`config.mk`:
```
export PLATFORM = sky130hd
export DESIGN_NAME = adder_rr_scheduler_flat
export DESIGN_NICKNAME = d
export VERILOG_FILES = /design/src/rtl/adder_rr_scheduler_if.sv /design/src/rtl/adder_rr_scheduler.sv /design/src/flat_wrapper.sv
export SDC_FILE = /design/constraint.sdc
export NUM_CORES = 1
export LEC_CHECK = 0
export BUFFER_PORTS_ARGS = -buffer_cell sky130_fd_sc_hd__buf_2
export CAP_MARGIN = 10
export CORE_MARGIN = 2
export CORE_UTILIZATION = 49
export CTS_CLUSTER_SIZE = 20
export DETAILED_ROUTE_END_ITERATION = 12
export HOLD_SLACK_MARGIN = 0.1
export PLACE_DENSITY = 0.87
export SLEW_MARGIN = 20
export SYNTH_ARGS = -nofsm -noshare
export SYNTH_HDL_FRONTEND = slang
export SYNTH_SLANG_ARGS = --single-unit
```
`constraint.sdc`:
```
create_clock -name clk -period 7.5 [get_ports clk]
set_clock_uncertainty 0.2 [all_clocks]
set_input_delay 1.125 -clock clk [delete_from_list [all_inputs] [get_ports clk]]
set_output_delay 1.125 -clock clk [all_outputs]
set_load 0.03 [all_outputs]
```
`src/rtl/adder_rr_scheduler_if.sv`:
```
// Bundle between the requesters, the round-robin scheduler and the shared 4-bit adder.
// The scheduler takes the slave view. The requesters and the adder take the master view.
interface adder_rr_scheduler_if #(
    parameter int N_REQ = 4
);
    logic [N_REQ-1:0]   req_valid;
    logic [N_REQ-1:0]   req_ready;
    logic [4*N_REQ-1:0] req_a;
    logic [4*N_REQ-1:0] req_b;
    logic [N_REQ-1:0]   req_ci;

    logic [3:0]         add_a;
    logic [3:0]         add_b;
    logic               add_ci;
    logic [3:0]         add_s;
    logic               add_co;

    logic [N_REQ-1:0]   rsp_valid;
    logic [3:0]         rsp_s;
    logic               rsp_co;

    modport slave (
        input  req_valid, req_a, req_b, req_ci, add_s, add_co,
        output req_ready, add_a, add_b, add_ci, rsp_valid, rsp_s, rsp_co
    );

    modport master (
        output req_valid, req_a, req_b, req_ci, add_s, add_co,
        input  req_ready, add_a, add_b, add_ci, rsp_valid, rsp_s, rsp_co
    );
endinterface

```
`src/rtl/adder_rr_scheduler.sv`:
```
// Round-robin scheduler that shares one LAT-cycle pipelined 4-bit adder between N_REQ requesters.
// A tag pipe runs alongside the adder and routes each result back to the requester that issued it.
module adder_rr_scheduler #(
    parameter int N_REQ = 4,
    parameter int LAT   = 4,
    parameter int IDW   = 2,
    parameter int CNTW  = 16
) (
    input  logic                    clk,
    input  logic                    rstn,
    input  logic                    en,
    adder_rr_scheduler_if.slave     bus,
    output logic                    busy,
    output logic [CNTW-1:0]         done_cnt
);

    logic [IDW-1:0]   r_ptr;
    logic             r_tag_v  [LAT];
    logic [IDW-1:0]   r_tag_id [LAT];
    logic [CNTW-1:0]  r_done_cnt;

    logic             w_grant_found;
    logic [IDW-1:0]   w_grant_idx;
    logic [N_REQ-1:0] w_ready;
    logic [N_REQ-1:0] w_rsp_valid;
    logic             w_inflight;
    logic [IDW+1:0]   w_lane_base;

    // Search order starts at the pointer and wraps. The search is gated by rstn so that nothing is granted while in reset.
    always_comb begin
        int          j;
        logic [IDW-1:0] cand;
        w_grant_found = 1'b0;
        w_grant_idx   = '0;
        j             = 0;
        cand          = '0;
        for (int k = 0; k < N_REQ; k++) begin
            j = int'(r_ptr) + k;
            if (j >= N_REQ) begin
                j = j - N_REQ;
            end
            cand = IDW'(j);
            if (!w_grant_found && bus.req_valid[cand]) begin
                w_grant_found = 1'b1;
                w_grant_idx   = cand;
            end
        end
        if (!en || !rstn) begin
            w_grant_found = 1'b0;
            w_grant_idx   = '0;
        end
    end

    genvar gi;
    generate
        for (gi = 0; gi < N_REQ; gi++) begin : g_lane
            assign w_ready[gi]     = w_grant_found && (w_grant_idx == IDW'(gi));
            assign w_rsp_valid[gi] = r_tag_v[LAT-1] && (r_tag_id[LAT-1] == IDW'(gi));
        end
    endgenerate

    assign bus.req_ready = w_ready;

    // Operands are held at zero when there is no grant. The adder result for that slot is never tagged.
    assign w_lane_base = {w_grant_idx, 2'b00};
    assign bus.add_a   = w_grant_found ? bus.req_a[w_lane_base +: 4] : 4'h0;
    assign bus.add_b   = w_grant_found ? bus.req_b[w_lane_base +: 4] : 4'h0;
    assign bus.add_ci  = w_grant_found ? bus.req_ci[w_grant_idx]     : 1'b0;

    always_ff @(posedge clk or negedge rstn) begin
        if (!rstn) begin
            r_ptr <= '0;
        end else if (w_grant_found) begin
            if (w_grant_idx == IDW'(N_REQ - 1)) begin
                r_ptr <= '0;
            end else begin
                r_ptr <= w_grant_idx + 1'b1;
            end
        end
    end

    generate
        for (gi = 0; gi < LAT; gi++) begin : g_tag
            if (gi == 0) begin : g_head
                always_ff @(posedge clk or negedge rstn) begin
                    if (!rstn) begin
                        r_tag_v[gi]  <= 1'b0;
                        r_tag_id[gi] <= '0;
                    end else begin
                        r_tag_v[gi]  <= w_grant_found;
                        r_tag_id[gi] <= w_grant_idx;
                    end
                end
            end else begin : g_body
                always_ff @(posedge clk or negedge rstn) begin
                    if (!rstn) begin
                        r_tag_v[gi]  <= 1'b0;
                        r_tag_id[gi] <= '0;
                    end else begin
                        r_tag_v[gi]  <= r_tag_v[gi-1];
                        r_tag_id[gi] <= r_tag_id[gi-1];
                    end
                end
            end
        end
    endgenerate

    always_comb begin
        w_inflight = 1'b0;
        for (int k = 0; k < LAT; k++) begin
            w_inflight = w_inflight | r_tag_v[k];
        end
    end

    assign bus.rsp_valid = w_rsp_valid;
    assign bus.rsp_s     = bus.add_s;
    assign bus.rsp_co    = bus.add_co;
    assign busy          = (|w_ready) | w_inflight;

    always_ff @(posedge clk or negedge rstn) begin
        if (!rstn) begin
            r_done_cnt <= '0;
        end else if ((|w_rsp_valid) && (r_done_cnt != {CNTW{1'b1}})) begin
            r_done_cnt <= r_done_cnt + 1'b1;
        end
    end

    assign done_cnt = r_done_cnt;

    // An id width too small for N_REQ or an empty tag pipe would silently misroute results.
    always_ff @(posedge clk) begin
        assert (LAT >= 1 && N_REQ >= 2 && N_REQ <= (1 << IDW))
            else $error("adder_rr_scheduler: invalid configuration LAT=%0d N_REQ=%0d IDW=%0d", LAT, N_REQ, IDW);
    end

endmodule

```
`src/flat_wrapper.sv`:
```
// flat-port wrapper written by rule: the top's interface ports become plain ports
module adder_rr_scheduler_flat 
#(
    parameter int N_REQ = 4,
    parameter int LAT   = 4,
    parameter int IDW   = 2,
    parameter int CNTW  = 16
)
  (clk, rstn, en, busy, done_cnt, bus_req_valid, bus_req_a, bus_req_b, bus_req_ci, bus_add_s, bus_add_co, bus_req_ready, bus_add_a, bus_add_b, bus_add_ci, bus_rsp_valid, bus_rsp_s, bus_rsp_co);
  adder_rr_scheduler_if #(.N_REQ(N_REQ)) bus_i ();
  input  logic clk;
  input  logic rstn;
  input  logic en;
  output logic busy;
  output logic [CNTW-1:0] done_cnt;
  input wire logic [$bits(bus_i.req_valid)-1:0] bus_req_valid;
  input wire logic [$bits(bus_i.req_a)-1:0] bus_req_a;
  input wire logic [$bits(bus_i.req_b)-1:0] bus_req_b;
  input wire logic [$bits(bus_i.req_ci)-1:0] bus_req_ci;
  input wire logic [$bits(bus_i.add_s)-1:0] bus_add_s;
  input wire logic [$bits(bus_i.add_co)-1:0] bus_add_co;
  output wire logic [$bits(bus_i.req_ready)-1:0] bus_req_ready;
  output wire logic [$bits(bus_i.add_a)-1:0] bus_add_a;
  output wire logic [$bits(bus_i.add_b)-1:0] bus_add_b;
  output wire logic [$bits(bus_i.add_ci)-1:0] bus_add_ci;
  output wire logic [$bits(bus_i.rsp_valid)-1:0] bus_rsp_valid;
  output wire logic [$bits(bus_i.rsp_s)-1:0] bus_rsp_s;
  output wire logic [$bits(bus_i.rsp_co)-1:0] bus_rsp_co;
  assign bus_i.req_valid = bus_req_valid;
  assign bus_i.req_a = bus_req_a;
  assign bus_i.req_b = bus_req_b;
  assign bus_i.req_ci = bus_req_ci;
  assign bus_i.add_s = bus_add_s;
  assign bus_i.add_co = bus_add_co;
  assign bus_req_ready = bus_i.req_ready;
  assign bus_add_a = bus_i.add_a;
  assign bus_add_b = bus_i.add_b;
  assign bus_add_ci = bus_i.add_ci;
  assign bus_rsp_valid = bus_i.rsp_valid;
  assign bus_rsp_s = bus_i.rsp_s;
  assign bus_rsp_co = bus_i.rsp_co;
  adder_rr_scheduler #(.N_REQ(N_REQ), .LAT(LAT), .IDW(IDW), .CNTW(CNTW)) u_core (.clk(clk), .rstn(rstn), .en(en), .bus(bus_i), .busy(busy), .done_cnt(done_cnt));
endmodule
```
# [Word level (Yosys, flattened, before mapping)]
# Cells that the tools add are included.
[totals] reg_bits=30 latchBits=0 ram_bits=0 rom_bits=0 input_bits=48 output_inout_bits=39 word_cells=91 mem_count=0
[classes] n_addsub=9 multipliers=0 n_div=0 order_cmp=9 n_eq_ne=7 shift=2 n_mux=28 n_bitwise=4 reduce_logical=22
[op_table] cell="$shiftx 16x5->4" count=2
[op_table] cell="$mux 2" count=10
[op_table] cell="$add 16x1->16 const B" count=1
[op_table] cell="$ne 16x16->1 const B" count=1
[op_table] cell="$lt 2x3->1 const B" count=5
[op_table] cell="$logic_and 1x1->1" count=12
[op_table] cell="$mux 1" count=11
[op_table] cell="$bmux 1 s2" count=5
[op_table] cell="$ge 3x3->1 const B" count=3
[op_table] cell="$eq 2x2->1 const B" count=4
[op_table] cell="$mux 4" count=2
[op_table] cell="$reduce_or 4->1" count=2
[op_table] cell="$sub 2x1->2 const B" count=4
[op_table] cell="$add 2x2->3 const B" count=2
[op_table] cell="$logic_not 1->1" count=5
[op_table] cell="$eq 2x1->1 const B" count=2
[op_table] cell="$logic_not 2->1" count=2
[op_table] cell="$or 1x1->1" count=4
[op_table] cell="$add 2x1->3 const B" count=1
[op_table] cell="$ge 2x3->1 const B" count=1
[op_table] cell="$add 2x1->2 const B" count=1
[op_table] cell="$logic_or 1x1->1" count=1

# [Longest topological paths before layout]
[depth] word_depth=19 mapped_depth=10

# [Worst setup path after synthesis]
# OpenSTA, ideal clock, no wires.
[synth_path] path_type="input to output" start="input bus_req_valid[0]" end="output busy" t_arrival_ps=3074 t_required_ps=6175 setup_slack_ps=3101 stages=9 path_buffers=2 cell_sequence="nor2b_1 a211o_1 a22o_1 buf_6 buf_12 nor2_2 ha_1 nor4_1 o21ai_0"
[synth_via] elab_chain_cells=17
[synth_rtl] element="start: declaration" line="flat_wrapper.sv:16" rtl="input wire logic [$bits(bus_i.req_valid)-1:0] bus_req_valid;"
[synth_rtl] element="$bmux 1 s2" line="adder_rr_scheduler.sv:43" rtl="if (!w_grant_found && bus.req_valid[cand]) begin"
[synth_rtl] element="$mux 1 (implied by the code)" line="adder_rr_scheduler.sv:43"
[synth_rtl] element="$mux 1" line="adder_rr_scheduler.sv:43"
[synth_rtl] element="$logic_not 1->1" line="adder_rr_scheduler.sv:43"
[synth_rtl] element="$logic_and 1x1->1" line="adder_rr_scheduler.sv:43"
[synth_rtl] element="$mux 1" line="adder_rr_scheduler.sv:43"
[synth_rtl] element="$logic_not 1->1" line="adder_rr_scheduler.sv:43"
[synth_rtl] element="$logic_and 1x1->1" line="adder_rr_scheduler.sv:43"
[synth_rtl] element="(+2 left out)"
[synth_rtl] element="$logic_and 1x1->1" line="adder_rr_scheduler.sv:43"
[synth_rtl] element="$mux 2 (*)" line="adder_rr_scheduler.sv:43"
[synth_rtl] element="$mux 2 (*)" line="adder_rr_scheduler.sv:48" rtl="if (!en || !rstn) begin"
[synth_rtl] element="via u_core.w_grant_idx[0]" line="adder_rr_scheduler.sv:23" rtl="logic [IDW-1:0] w_grant_idx;"
[synth_rtl] element="$eq 2x1->1 (tied with other cells)" line="adder_rr_scheduler.sv:57" rtl="assign w_ready[gi] = w_grant_found && (w_grant_idx == IDW'(gi));"
[synth_rtl] element="$logic_and 1x1->1" line="adder_rr_scheduler.sv:57"
[synth_rtl] element="$reduce_or 4->1 (*)" line="adder_rr_scheduler.sv:118" rtl="assign busy = (|w_ready) | w_inflight;"
[synth_rtl] element="$or 1x1->1 (*)" line="adder_rr_scheduler.sv:118"
[synth_rtl] element="end: declaration" line="flat_wrapper.sv:14" rtl="output logic busy;"
# Mark *: on every way through the listed nets, which the timed path passes. The rest lies on a longest branch. The select of a mux whose other input is x is not followed.

# [Worst setup path after layout]
# Ends and elaborated chain as after synthesis.

==> run_results.csv <==
group,metric,value,unit
hold_path,worst_hold_path_type,"flip-flop to flip-flop",
floorplanning,die_y,62.67,microns
synth,synthFlopType,"dfrtp_1",
clock_network,cts_root_buf,"clkbuf_4",
synth,synth_edf_count,0,
final_layout,layout.nets,289,
timing,final-hold-violation-count,0,
final_layout,antenna_cells,0,
worst_setup_path,required,6.17,ns
hold_path,hold_depth,0,
placed_design,place.gp.congestion,0.8452,
clock_network,clkLatencyLatePin,0.31,ns
worst_setup_path,arrival,3.36,ns
worst_setup_path,path_class,"input pin to output port",
route,first_pass_iters,4,
floorplanning,dieArea,0.003928,sq mm
placed_design,hpwl,2788,microns
final_layout,area_growth,25.89,%
timing,fin_tns_setup,0,ns
route,wl_per_cell,12.30,microns
timing,post-route-min-period,4.681,ns
global_route,grt_max_degree,32,
final_layout,nFillCells,267,
timing,tightest_slew,0.7853,ns
final_layout,final_cell_area,0.002123,sq mm
global_route,antenna_found_initial,0,
synth,yosysMostFrequentCell,"dfrtp_1",
worst_setup_path,crit_top_cell,"buf_2",
power_and_ir_drop,vdd_drop_max,0.09273,mV
route,drt-initial-drc-count,36,
synth,synth_cell_types,41,
global_route,grt_first_pass_wirelength,5920,microns
power_and_ir_drop,power.total,0.0004961,W
route,drc,0,
placed_design,io_buffers,76,
clock_network,cts_buffers,5,
timing,fmax,213.6,MHz
synth,async_reset_ff_frac,1.000,
floorplanning,placementRows,21,
placed_design,dpl-instance-area,0.002044,sq mm
synth,synth-seq-cells,30,
worst_setup_path,end_kind,"output port",
floorplanning,io_pins,87,
synth,yosys_warnings,0,
worst_setup_path,critPathMaxStageDelay,0.48,ns
worst_setup_path,crit_fanout,19,
floorplanning,die_w,62.67,microns
synth,synth_area_leader_cell,"dfrtp_1",
synth,seq_area_frac_synth,0.4451,
clock_network,cts_tree,"done",
synth,avgSynthCellArea,10.35,sq um
worst_setup_path,reg2reg_depth,7,
timing,slew_headroom,0.4765,
final_layout,drive_gt1_frac,0.3797,
timing,hold_slack,0.1501,ns
clock_network,cts_setup_buffers,0,
floorplanning,initial_core_util,0.5094,
synth,synthCells,163,
route,antenna_left,0,
clock_network,ctsHoldBuffers,0,
synth,synth_common_cells,"30 x dfrtp_1, 15 x nor2_1, 12 x nand2_1",
route,vias,1505,
worst_setup_path,path_cells,"buf_2 -> nor2b_1 -> a211o_1 -> a22o_1 -> nor2_2 -> inv_1 -> ha_1 -> nor4_1 -> o21ai_0 -> buf_2",
global_route,grt-ovfl-total,0,
power_and_ir_drop,power_density,233.6,mW/mm^2
global_route,grt_pass1_vias,1449,
global_route,grt_usage,0.1909,
timing,slew_violations,0,
run,maxCapViolCount,0,
power_and_ir_drop,p_leak,1.158,nW
synth,syn_nets,216,
synth,synth_area,0.001687,sq mm
synth,synth_top_area_share,0.4451,
route,routed_wirelength,3482,microns
clock_network,cts_sinks,30,
clock_network,clockBufferDepth,2,
clock_network,clk_pin_slew,0.09,ns
timing,rsz0062_at_grt,"no",
synth,synthTopCellsByArea,"dfrtp_1 45%, mux2i_1 5.3%, o32ai_1 4.2%, o22ai_1 4.1%, ha_1 3.7%",
clock_network,cts_resized,0,
timing,setup_viol_count_final,0,
timing,period_share,0.6241,
worst_setup_path,cp_slowest_cell,"a22o_1",
floorplanning,core_area,0.003311,sq mm
worst_setup_path,worstSetupStartpointType,"input pin",
outcome,status,"complete, no violations",
clock_network,h-tree-depth,2,
route,viasPerCell,5.318,
==> through the flow <==
step,worst slack [ns],util,std cells
3_3_place_gp,2.907,0.6175,275
3_5_place_dp,2.795,0.6175,275
4_1_cts,2.792,0.6413,283
5_1_grt,2.519,0.6413,283
2_1_floorplan,3.101,-,163
6_report,2.819,0.6413,283
==> critical path, delay by kind of cell <==
family                     cells  cell delay [ns]
AOI/OAI and AO/OA              3             0.90
and+or+nand+nor                3             0.70
buffers and inverters          3             0.41
adders and majority gates      1             0.21
==> per-layer routing <==
metal | up-vias | track usage | wire length, microns
met5 | - | 0 | 0
met2 | 72 | 0.3414 | 1721
li1 | 739 | - | -
met4 | 0 | 0.08889 | 41
met3 | 2 | 0.05045 | 263
met1 | 692 | 0.2103 | 1455
==> worst paths after layout <==
path / start / to / slack [ns]
max in group asynchronous: rstn / u_core.r_tag_id[7]$_DFF_PN0_ / 6.05
min: u_core.r_tag_id[4]$_DFF_PN0_ / u_core.r_tag_id[2]$_DFF_PN0_ / 0.15
min reg2reg: u_core.r_tag_id[4]$_DFF_PN0_ / u_core.r_tag_id[2]$_DFF_PN0_ / 0.15
max: bus_req_valid[0] / busy / 2.82
min in group asynchronous: rstn / u_core.r_tag_id[1]$_DFF_PN0_ / 0.62
max reg2reg: u_core.r_ptr[0]$_DFFE_PN0P_ / u_core.r_ptr[1]$_DFFE_PN0P_ / 5.15
==> registers in the layout, summed over array words and instances, names as in the netlist <==
signal           flops
u_core.r_tag_id      8
u_core.r_ptr         2
u_core.done_cnt     16
u_core.r_tag_v       4
==> report_power, final <==
| group | switching (W) | total [W] | internal (W) |
|---|---|---|---|
| clock network | 0.0000503 | 0.000114 | 0.0000640 |
| registers | 0.0000273 | 0.000210 | 0.000183 |
| logic | 0.000108 | 0.000172 | 0.0000639 |
==> cell families after synthesis <==
family / share of synthesized area
compound gates: 0.1484
buf+inv: 0.06083
mux: 0.06231
simple gates: 0.1788
flops: 0.4451
fa+ha+maj: 0.03709
xor+xnor: 0.06751
==> layout by cell type (no fill, tap or decap), types with 4 or more instances in the layout <==
cell      instances
buf_2            76
dfrtp_1          30
nor2_1           15
nand2_1          12
o22ai_1          11
mux2i_1           9
o32ai_1           8
xnor2_1           7
nand3_1           6
xor2_1            6
inv_1             5
ha_1              5
clkbuf_4          5
and2_1            4
==> layout make-up <==
class / count / area (sq um) / share of cell area
sequential: 30 / 750.7 / 0.3536
tap: 46 / 57.56 / 0.02711
inverter: 6 / 22.52 / 0.01061
clock buffer: 8 / 78.83 / 0.03712
timing repair buffer: 76 / 380.4 / 0.1791
multi-input combinational: 117 / 833.3 / 0.3925
No activity file was read; power rests on OpenSTA's default activity.
